File: config.mk
export PLATFORM = sky130hd
export DESIGN_NAME = uart_tx_fifo
export DESIGN_NICKNAME = d
export VERILOG_FILES = /design/src/rtl/uart_tx_fifo.sv
export SDC_FILE = /design/constraint.sdc
export NUM_CORES = 1
export LEC_CHECK = 0
export CORE_MARGIN = 2
export CORE_UTILIZATION = 40
export CTS_BUF_LIST = sky130_fd_sc_hd__clkbuf_16
export DETAILED_ROUTE_END_ITERATION = 7
export SLEW_MARGIN = 20
export SYNTH_ARGS = -nofsm -noshare
export SYNTH_HDL_FRONTEND = slang
export SYNTH_SLANG_ARGS = --single-unit
File: constraint.sdc
create_clock -name clk -period 2.3 [get_ports clk]
set_input_delay 0.46 -clock clk [delete_from_list [all_inputs] [get_ports clk]]
set_output_delay 0.46 -clock clk [all_outputs]
set_load 0.05 [all_outputs]
File: src/rtl/uart_tx_fifo.sv
// uart_tx_fifo: serial transmitter that pops words from a first-word-fall-through FIFO
module uart_tx_fifo #(
  parameter int dat_width = 8,
  parameter int clk_div = 434,
  parameter int parity = 0,
  parameter int stop_bits = 1
) (
  input  logic                 clk,
  input  logic                 reset,
  input  logic                 en,
  input  logic                 fifo_empty,
  input  logic [dat_width-1:0] fifo_data,
  output logic                 fifo_rd,
  output logic                 tx,
  output logic                 busy,
  output logic                 tx_done
);
  localparam int bw = $clog2(dat_width + 1);
  localparam logic [2:0] IDLE = 3'd0, START = 3'd1, DATA = 3'd2, PAR = 3'd3, STOP = 3'd4;
  localparam logic [bw-1:0] last_bit = bw'(dat_width - 1);
  localparam logic [bw-1:0] last_stop = bw'(stop_bits - 1);
  logic [2:0] state;
  logic [15:0] baud_cnt;
  logic [bw-1:0] bit_cnt;
  logic [dat_width-1:0] shreg;
  logic par_bit;
  logic wrap;
  assign wrap = baud_cnt == 16'(clk_div - 1);
  always_ff @(posedge clk) begin
    if (!reset) begin
      state <= IDLE;
      baud_cnt <= '0;
      bit_cnt <= '0;
      shreg <= '0;
      par_bit <= 1'b0;
      tx <= 1'b1;
      fifo_rd <= 1'b0;
      busy <= 1'b0;
      tx_done <= 1'b0;
    end else begin
      fifo_rd <= 1'b0;
      tx_done <= state == STOP && bit_cnt == last_stop && baud_cnt == 16'(clk_div - 2);
      baud_cnt <= (state == IDLE || wrap) ? '0 : baud_cnt + 16'd1;
      case (state)
        IDLE: if (en && !fifo_empty) begin
          state <= START;
          tx <= 1'b0;
          busy <= 1'b1;
          fifo_rd <= 1'b1;
          shreg <= fifo_data;
          par_bit <= (^fifo_data) ^ (parity == 2);
          bit_cnt <= '0;
        end
        START: if (wrap) begin
          state <= DATA;
          tx <= shreg[0];
          shreg <= shreg >> 1;
        end
        DATA: if (wrap) begin
          if (bit_cnt == last_bit) begin
            bit_cnt <= '0;
            state <= parity != 0 ? PAR : STOP;
            tx <= parity != 0 ? par_bit : 1'b1;
          end else begin
            bit_cnt <= bit_cnt + bw'(1);
            tx <= shreg[0];
            shreg <= shreg >> 1;
          end
        end
        PAR: if (wrap) begin
          state <= STOP;
          tx <= 1'b1;
        end
        STOP: if (wrap) begin
          if (bit_cnt == last_stop) begin
            state <= IDLE;
            busy <= 1'b0;
            bit_cnt <= '0;
          end else bit_cnt <= bit_cnt + bw'(1);
        end
        default: state <= IDLE;
      endcase
    end
  end
endmodule

# --- Word-level counts from Yosys, hierarchy flattened ---
# Index checks and enable logic that the tools add are counted.
# Widths: inputs -> output; s select.
totals:
  reg_bits: 35
  inputBits: 12
  output_inout_bits: 4
  word_cells: 74
classes:
  n_addsub: 2
  eq_ne: 15
  n_mux: 30
  bitwise: 1
  reduce_logical: 18
ops:
  columns: ["cell", "count"]
  rows:
  - ["$eq 16x9->1 const B", 2]
  - ["$mux 8", 4]
  - ["$pmux 8 s3", 1]
  - ["$mux 3", 7]
  - ["$mux 4", 5]
  - ["$add 16x1->16 const B", 1]
  - ["$pmux 3 s5", 1]
  - ["$ne 2x2->1 const B", 6]
  - ["$pmux 4 s3", 1]
  - ["$reduce_and 5->1", 2]
  - ["$mux 1", 9]
  - ["$reduce_and 4->1", 2]
  - ["$reduce_and 7->1", 1]
  - ["$eq 3x2->1 const B", 2]
  - ["$reduce_bool 3->1", 2]
  - ["$add 4x1->4 const B", 1]
  - ["$eq 4x3->1 const B", 1]
  - ["$logic_not 4->1", 1]
  - ["$ne 2x1->1 const B", 2]
  - ["$pmux 1 s4", 1]
  - ["$reduce_bool 4->1", 1]
  - ["$eq 3x1->1 const B", 1]
  - ["$eq 3x3->1 const B", 1]
  - ["$logic_and 1x1->1", 3]
  - ["8 further kinds", 8]

# --- Logic depth before layout (Yosys ltp) ---
depth:
  depth_word: 4
  mapped_depth: 9
  depth_no_buf: 7

# --- Worst setup path before layout ---
# OpenSTA, ideal clock, no wires.
synth_timing:
  kind: "register to register"
  from: "reg baud_cnt[1]"
  to: "reg baud_cnt[15]"
  t_arrival_ns: 1.700
  required_time_ns: 2.236
  setup_slack_ns: 0.536
  path_stages_with_launch: 10
  synth_period_minus_slack_ns: 1.764
  path_cell_list: "dfxtp_1 inv_1 ha_1 and3_1 and4_1 buf_4 or3_1 buf_2 buf_6 nor2_1"
synth_via:
  elab_chain_cells: 3
  word_cells_on_any_way: 4
  classes_between: "add/sub: 1; eq/ne: 1; reduce/logical: 2"
synth_lines:
  columns: ["item", "line", "text"]
  rows:
  - ["start, declared", "23", "logic [15:0] baud_cnt;"]
  - ["start signal, assigned", "43", "baud_cnt <= (state == IDLE || wrap) ? '0 : baud_cnt + 16'd1;"]
  - ["branches (longest 3 deep; another with $add 16x1->16)", null, null]
# Parallel ways; which one is timed is not known.
# A chain may end at the register's enable or synchronous reset.

# --- Worst setup path after layout ---
layout_timing:
  from: "reg busy"
  to: "out busy"
layout_lines:
  columns: ["item", "line", "text"]
  rows:
  - ["start, declared", "15", "output logic busy,"]
  - ["start signal, assigned", "38", "busy <= 1'b0;"]
  - ["start signal, assigned", "48", "busy <= 1'b1;"]
  - ["start signal, assigned", "77", "busy <= 1'b0;"]
# No word-level cell between the ends.

==> results.ini <==
[clock_network]
clock_sinks=35
cts_resized=0
cts_buffers=5
clockRootBuffer=clkbuf_16
clk_pin_slew_ns=0.05
clk_latency_ns=0.27
hold_buffers=0
post_cts_buffers=0
htree_levels=2
cts_tree=yes
cts_max_path_buffers=2

[layout]
drive_gt1_frac=0.1096
final_cell_area_mm2=0.002172
final_nets=245
final_common_cell=dfxtp_1
area_growth_pct=17.62
final_cells=280
insertedDiodeCount=0
layout_common_cells=35 x dfxtp_1, 32 x nor2_1, 15 x clkdlybuf4s50_1, 13 x nand2_1
fin_util=0.4921

[power_and_ir_drop]
seq_power_share=0.451
total_power_mw=1.433
peakVddDrop_mv=0.4365
p_leak_nw=0.7832
clkPwrFrac=0.430
p_sw_frac=0.2367
powerDensity_mw_per_mm2=659.7
p_comb_frac=0.119
switchingPower_uw=339.2
intPower_mw=1.094

[critical_path]
cp-end-kind=primary output
cpPeakStageDelay_ns=0.84
crit_type=flip-flop to primary output
slowest_stage=clkdlybuf4s50_1
critPathBufInv=1
path_cells=clkdlybuf4s50_1
cp.required_ns=1.84
start_kind=flip-flop
critPathTopFamily=buffers and inverters
crit_arrival_ns=1.47
worstPathMaxFanout=3

[timing]
rsz0062_at_grt=false
clock.fmax_mhz=518.2
setup_ws_ns=0.3702
fin_skew_ns=0.005163
finalHoldViolCount=0
setup_violations=0
finalSetupTns_ns=0
slew_viol_final=0
worst_hold_slack_ns=0.4770
relSlewSlack=0.6368
fin_crit_ns=1.930
tightest_slew_ns=0.5448
finalCritPeriodShare=0.8390

[global_route]
grt_max_degree=17
grt-ovfl-total=0
grt_antenna_before_repair=0
met1_usage=0.2080
grtUsageMet3=0.03333
grt_pass1_vias=1342
top_usage_layer=met2
globalRouteMet2Util=0.2212
gr-usage-all-layers=0.1514
grt_pass1_wl_mm=6.023

[synth]
synth_simple_gate_area_frac=0.2683
muxShareOfSynthArea=0.05420
synthAdderAreaFrac=0.03388
synth_edf_count=0
avgSynthCellArea_um2=8.752
synth_top_family_by_area=simple AND/OR/NAND/NOR gates
syn-cell-area_mm2=0.001847
synth_cell_types=48
synth_xor_area_frac=0.07114
synthFlopType=dfxtp_1
async_flop_share=0
synth_compound_area_frac=0.1416
synth-seq-area-share=0.3794
synth_nets=228
yosys_register_bits=35
syn-instance-count=211
synth-warning-count=0

[placed_design]
pre_cts_ws_ns=0.2921
dp.cells=273
hpwl_mm=2.533
numPortBuffers=15
dpl-instance-area_mm2=0.002038
place.gp.congestion=0.7774

[floorplanning]
core_mm2=0.004414
dieWidth_um=71.95
die_area_mm2=0.005176
design.portCount=16
start_util=0.4184
dieHeight_um=71.95
rows=24

[route]
drt-total-wl_mm=3.569
drtAntennaViolNets=0
firstDrtPassIters=4
wl_per_cell_um=12.75
vias_per_cell=5.221
initialDrtViolationCount=89
num_vias=1462
drc_errors=0

[flow_run]
maxCapViolCount=0

[hold_path]
hold_class=flip-flop to flip-flop

[outcome]
status=finished, final reports clean

-- synthesized netlist by cell type, types with 4 or more instances --
cell / number / area share
nor2_1: 32 / 0.065
a211oi_1: 5 / 0.020
a21oi_1: 8 / 0.022
and2_1: 4 / 0.014
o21ai_0: 5 / 0.014
ha_1: 5 / 0.034
xor2_1: 8 / 0.038
xnor2_1: 7 / 0.033
nand3_1: 10 / 0.027
nor4_1: 4 / 0.014
inv_1: 9 / 0.018
mux2i_1: 10 / 0.054
dfxtp_1: 35 / 0.38
nand2_1: 13 / 0.026
-- state kept, by name, summed over array words and instances, names as in the netlist --
register and flops:
bit_cnt 4, tx 1, busy 1, tx_done 1, shreg 8, state 3
fifo_rd 1, baud_cnt 16
-- tightest hold or removal path: stages (launching register included) --
cell     delay (ns)
dfxtp_1        0.31
nand2_1        0.05
o22ai_1        0.06
-- routing by layer --
layer	vias up	wire length (um)
li1	771	-
met3	7	101
met5	-	0
met1	665	1848
met4	0	82
met2	19	1536
-- path summary, 6_finish.rpt --
path                     from  cells past startpoint  slack (ns)  endpoint
setup / recovery         busy                      1        0.37      busy
hold / removal       shreg[7]                      2        0.48  shreg[7]
setup reg to reg  baud_cnt[9]                      5        0.41  shreg[4]
hold reg to reg      shreg[7]                      2        0.48  shreg[7]
-- cell families after synthesis --
group / count (synthesis)
adder cells (fa/ha/maj): 5
flip-flops: 35
AND/OR/NAND/NOR: 92
XOR/XNOR: 15
multiplexers: 10
buffers and inverters: 19
AO/OA/AOI/OAI: 35
-- layout make-up --
class | count | area, um^2
fill | 420 | 2242
multi-input combinational | 157 | 1051
sequential | 35 | 700.7
timing repair buffer | 20 | 187.7
clock buffer | 5 | 125.1
tap | 52 | 65.06
inverter | 9 | 33.78
clock inverter | 2 | 8.758
-- power by group through the flow --
stage | combinational [mW] | sequential, mW | clock, mW
finish | 0.170 | 0.647 | 0.616
global route | 0.190 | 0.650 | 0.658
CTS | 0.173 | 0.647 | 0.635
detailed placement | 0.171 | 0.659 | 0
global placement | 0.170 | 0.660 | 0
floorplan | 0.122 | 0.663 | 0
Note: power is estimated with default switching activity, not from simulation.
